## config.mk

```make
export PLATFORM = sky130hd
export DESIGN_NAME = mem_port_arbiter
export DESIGN_NICKNAME = d
export VERILOG_FILES = /design/src/rtl/mem_port_arbiter.sv
export SDC_FILE = /design/constraint.sdc
export NUM_CORES = 1
export LEC_CHECK = 0
export CAP_MARGIN = 20
export CELL_PAD_IN_SITES_DETAIL_PLACEMENT = 1
export CELL_PAD_IN_SITES_GLOBAL_PLACEMENT = 1
export CORE_ASPECT_RATIO = 0.8
export CORE_MARGIN = 2
export CORE_UTILIZATION = 25
export CTS_BUF_LIST = sky130_fd_sc_hd__clkbuf_8
export DETAILED_ROUTE_END_ITERATION = 10
export PLACE_DENSITY_LB_ADDON = 0.1
export SETUP_SLACK_MARGIN = 0.5
export SYNTH_ARGS = -nofsm -noshare
export SYNTH_HDL_FRONTEND = slang
export SYNTH_SLANG_ARGS = --single-unit
export TNS_END_PERCENT = 1
```

## constraint.sdc

```tcl
create_clock -name clk -period 1.57 [get_ports clk]
set_input_delay 0.314 -clock clk [delete_from_list [all_inputs] [get_ports clk]]
set_output_delay 0.314 -clock clk [all_outputs]
set_load 0.01 [all_outputs]
```

## src/rtl/mem_port_arbiter.sv

```systemverilog
// mem_port_arbiter: shares one single-port memory between the fetch and data
// stages of the core. One transaction at a time runs through a handshake FSM,
// with the data port winning ties. Per-stage stall flags freeze the pipeline.
//
// Optional build macro ARB_STARVE_GUARD_EN: adds a deny counter that forces a
// fetch grant after MAX_DENY consecutive data grants made while a fetch waits.
// Without it, data priority is strict and fetch may starve.
//
// state  | meaning
// IDLE   | no transaction; arbitrate between i_req and d_req
// WAIT_I | fetch command on m_*, waiting for m_ack
// WAIT_D | data command on m_*, waiting for m_ack
// RESP   | ready pulse to the owner; no arbitration this cycle

module mem_port_arbiter #(
    parameter int ADDR_W   = 32,
    parameter int DATA_W   = 32,
    parameter int MAX_DENY = 4
) (
    input  logic                clk,
    input  logic                reset,
    input  logic                i_req,
    input  logic [ADDR_W-1:0]   i_addr,
    output logic [DATA_W-1:0]   i_rdata,
    output logic                i_ready,
    input  logic                d_req,
    input  logic                d_we,
    input  logic [ADDR_W-1:0]   d_addr,
    input  logic [DATA_W-1:0]   d_wdata,
    input  logic [DATA_W/8-1:0] d_be,
    output logic [DATA_W-1:0]   d_rdata,
    output logic                d_ready,
    output logic                m_req,
    output logic                m_we,
    output logic [ADDR_W-1:0]   m_addr,
    output logic [DATA_W-1:0]   m_wdata,
    output logic [DATA_W/8-1:0] m_be,
    input  logic [DATA_W-1:0]   m_rdata,
    input  logic                m_ack,
    output logic                m_src,
    output logic                if_stall,
    output logic                mem_stall
);

    typedef enum logic [1:0] {
        IDLE   = 2'd0,
        WAIT_I = 2'd1,
        WAIT_D = 2'd2,
        RESP   = 2'd3
    } state_t;

    state_t state;
    state_t state_next;
    logic   grant_i;
    logic   grant_d;
    logic   force_fetch;

    // A deny limit of zero would lock data out entirely; refuse to elaborate it.
    generate
        if (MAX_DENY < 1) begin : g_bad_max_deny
            $error("mem_port_arbiter: MAX_DENY must be at least 1");
        end
    endgenerate

`ifdef ARB_STARVE_GUARD_EN
    localparam int               CNT_W    = $clog2(MAX_DENY + 1);
    localparam logic [CNT_W-1:0] DENY_MAX = CNT_W'(MAX_DENY);

    logic [CNT_W-1:0] deny_cnt;

    // Count data grants that bypassed a waiting fetch; saturate at the limit.
    always_ff @(posedge clk) begin
        if (reset) begin
            deny_cnt <= '0;
        end else if (grant_i) begin
            deny_cnt <= '0;
        end else if (grant_d) begin
            if (!i_req) begin
                deny_cnt <= '0;
            end else if (deny_cnt != DENY_MAX) begin
                deny_cnt <= deny_cnt + CNT_W'(1);
            end
        end
    end

    assign force_fetch = i_req && (deny_cnt == DENY_MAX);
`else
    assign force_fetch = 1'b0;
`endif

    // State register.
    always_ff @(posedge clk) begin
        if (reset) begin
            state <= IDLE;
        end else begin
            state <= state_next;
        end
    end

    // Next-state and grant decode; data wins unless the guard forces fetch.
    always_comb begin
        state_next = state;
        grant_i    = 1'b0;
        grant_d    = 1'b0;
        case (state)
            IDLE: begin
                if (d_req && !force_fetch) begin
                    grant_d    = 1'b1;
                    state_next = WAIT_D;
                end else if (i_req) begin
                    grant_i    = 1'b1;
                    state_next = WAIT_I;
                end
            end
            WAIT_I: begin
                if (m_ack) begin
                    state_next = RESP;
                end
            end
            WAIT_D: begin
                if (m_ack) begin
                    state_next = RESP;
                end
            end
            RESP: begin
                state_next = IDLE;
            end
            default: begin
                state_next = IDLE;
            end
        endcase
    end

    // Memory command, read-data capture and ready pulses.
    always_ff @(posedge clk) begin
        if (reset) begin
            m_req   <= 1'b0;
            m_we    <= 1'b0;
            m_addr  <= '0;
            m_wdata <= '0;
            m_be    <= '0;
            m_src   <= 1'b0;
            i_rdata <= '0;
            d_rdata <= '0;
            i_ready <= 1'b0;
            d_ready <= 1'b0;
        end else begin
            i_ready <= 1'b0;
            d_ready <= 1'b0;
            case (state)
                IDLE: begin
                    if (grant_d) begin
                        m_req   <= 1'b1;
                        m_src   <= 1'b1;
                        m_we    <= d_we;
                        m_addr  <= d_addr;
                        m_wdata <= d_wdata;
                        m_be    <= d_be;
                    end else if (grant_i) begin
                        m_req   <= 1'b1;
                        m_src   <= 1'b0;
                        m_we    <= 1'b0;
                        m_addr  <= i_addr;
                        m_wdata <= '0;
                        m_be    <= '1;
                    end
                end
                WAIT_I: begin
                    if (m_ack) begin
                        m_req   <= 1'b0;
                        i_rdata <= m_rdata;
                        i_ready <= 1'b1;
                    end
                end
                WAIT_D: begin
                    if (m_ack) begin
                        m_req   <= 1'b0;
                        d_ready <= 1'b1;
                        // Stores leave the last load data in place.
                        if (!m_we) begin
                            d_rdata <= m_rdata;
                        end
                    end
                end
                default: begin
                end
            endcase
        end
    end

    assign if_stall  = i_req & ~i_ready;
    assign mem_stall = d_req & ~d_ready;

endmodule
```

==> results.ini <==
[global_routing]
grt-ovfl-total=0
antenna_found_initial=0
grt_usage=0.1775
grt_max_degree=80
grt_pass1_wl_um=29100
grt_pass1_vias=5455

[clocking]
cts_buffers=17
clk_latency_ns=0.44
clkTransAtPathRegs_ns=0.08
numClockSinks=139
cts_root_buffer=clkbuf_8
cts_max_level=4
cts_max_path_buffers=2
cts_tree=done
ctsHoldBuffers=0

[routing]
totalWireLength_um=18640
vias_per_cell=4.624
wire_per_inst_um=16.87
drt_iter0_drc=163
drtPass1Iterations=4
ant_nets=0
drc=0
vias=5110

[yosys]
synth_area_per_cell_um2=8.839
synth_top_family_by_area=compound AO/OA/AOI/OAI gates
yosysMostFrequentCell=dfxtp_1
netlist_top_cells_count=dfxtp_1, nand2_1, a21oi_1
synthAdderAreaFrac=0.01009
syn_area_um2=4959
ys_types=29
synth-edff-count=0
synth_nets=703
synth_compound_area_frac=0.2173
synth-simple-area-share=0.1590
synth_cells=561
ys_ff_latch=139
ys_seq_area_frac=0.5612
synth_warnings=0
synth_area_leaders=dfxtp_1, a21oi_1, nand2_1
ys.flop_type=dfxtp_1
synthXorXnorAreaFrac=0
synth_top_area_cell=dfxtp_1
yosysTopAreaCellShare=0.5612
muxShareOfSynthArea=0.003028
ys_async_sr_fraction=0

[critical_path]
critical_path_class=reg2reg
worst_ep_required_time_ns=1.95
crit_arrival_ns=1.87
cp_max_fo=33
startpoint_type=flop
rrSetupSlack_ns=0.08
end_kind=flop

[layout]
fin_area_um2=8433
nFillCells=2289
drive_gt1_frac=0.08442
layoutNonFillerInstCount=1105
fin_nets=973
diodes=0
area_delta_synth_final_pct=70.07
seq_area_um2=2788
multi_input_area_um2=1996

[pwr]
comb_power_share=0.401
p_clk_frac=0.240
seqPwrFrac=0.359
power.share.switching=0.3515
power_uw=13520
cellPowerDensity_nw_per_um2=1603
vdd_drop_max_v=0.0006064
power.internal_uw=8765
p_leak_uw=0.003664
switchingPower_uw=4752

[timing]
tightest_slew_ns=0.4214
drv_slew=0
finalSetupViolCount=0
skew_ns=0.01265
rsz0062_at_grt=yes
slew_headroom=0.7184
period_needed_ns=1.490
finalHoldViolCount=0
finalSetupTns_ns=0
max_freq_ghz=0.6713
fin_ws_ns=0.08044
min_period_over_period=0.9488

[floorplan]
die_w_um=161.5
start_util=0.2526
num_rows=46
ios=277
die_area_um2=20980
core_um2=19630
chipHeight_um=130.0

[run_status]
status=finished clean

[placement]
hpwlAfterDp_um=13290
post-place-ws_ns=-0.4377
portBuffers=276
routabilityCongestion=0.7266
dp_cells=1074
post_dp_cell_area_um2=8109

[hold_path]
hold_path.class=in2reg

[job]
cap_viol_max_count=0

[stage by stage]
stage            util  hold WS [ns]
6_report       0.4297        0.1967
5_1_grt        0.4297        0.1600
3_5_place_dp   0.4132        0.4461
2_1_floorplan       -        0.4466
3_3_place_gp   0.4132        0.4424
4_1_cts        0.4285        0.1566
[power groups by stage]
stage	clock, uW	sequential, uW	combinational, uW
6_report	3240	4850	5430
5_1_grt	3530	4960	5950
3_3_place_gp	0	4910	5780
3_5_place_dp	0	4950	5930
2_1_floorplan	0	5290	2510
4_1_cts	3360	4860	5490
[worst max-delay path: stages, from the launching register on]
cell     delay [ns]
dfxtp_2        0.35
inv_2          0.07
ha_4           0.19
mux2_4         0.30
a21oi_4        0.16
buf_12         0.20
a22o_1         0.16
[layout by cell type, fill, tap and decap left out, drive strengths merged, types with 2 or more instances in the layout]
cell type and count:
a21oi 104, a22o 33, buf 25, bufinv 5, clkbuf 17, clkdlybuf4s50 134
clkinv 5, dfxtp 139, dlygate4sd2 138, ha 4, inv 5, nand2 133
nand2b 3, nand3b 2, nor2 11, nor3 36, o22ai 32
[metal layers]
metal  global-route usage  vias to the layer above  share of wire  wire length (um)
li1                     -                     2495              -                 -
met1               0.2060                     2421           0.43              7938
met2               0.2969                      171           0.47              8698
met3              0.07692                       23          0.088              1640
met4              0.05882                        0          0.019               359
met5                    0                        -              0                 0
[final timing paths]
check	start	endpoint	depth (start not counted)
worst max-delay path	state[1]$_SDFFE_PP0P_	m_wdata[18]$_SDFFE_PP0P_	6
worst min-delay path	reset	m_src$_SDFFE_PP0P_	2
worst max register to register	state[1]$_SDFFE_PP0P_	m_wdata[18]$_SDFFE_PP0P_	6
worst min register to register	i_rdata[28]$_SDFFE_PP0P_	i_rdata[28]$_SDFFE_PP0P_	2
[logic make-up (layout without fill, tap and decap cells)]
| family | after synthesis | in the layout |
|---|---|---|
| adders and majority gates | 4 | 4 |
| AOI/OAI and AO/OA | 176 | 176 |
| DFF | 139 | 139 |
| buffers and inverters | 52 | 331 |
| muxes | 1 | 1 |
| and+or+nand+nor | 189 | 190 |
[state kept, by name (all words and copies together), names as in the netlist]
name	cells
d_rdata	32
d_ready	1
i_rdata	32
i_ready	1
m_addr	32
m_be	4
m_req	1
m_src	1
m_wdata	32
m_we	1
state	2
[what timing repair did]
| item | 4_1_cts | 5_1_grt |
|---|---|---|
| resized for setup | 152 | 8 |
| endpoints found under the setup margin | 276 | 276 |
| gates cloned | 1 | 0 |
| pin swaps | 1 | 1 |
| setup buffers | 1 | 0 |
[layout make-up]
type | instances | area share
clock inverters | 12 | 0.02359
multi-input cells | 371 | 0.2366
clock buffers | 17 | 0.02774
repair buffers | 298 | 0.3405
inverters | 4 | 0.001780
flip-flops and latches | 139 | 0.3306
well taps | 264 | 0.03917
Power figures use the tool's default switching activity.
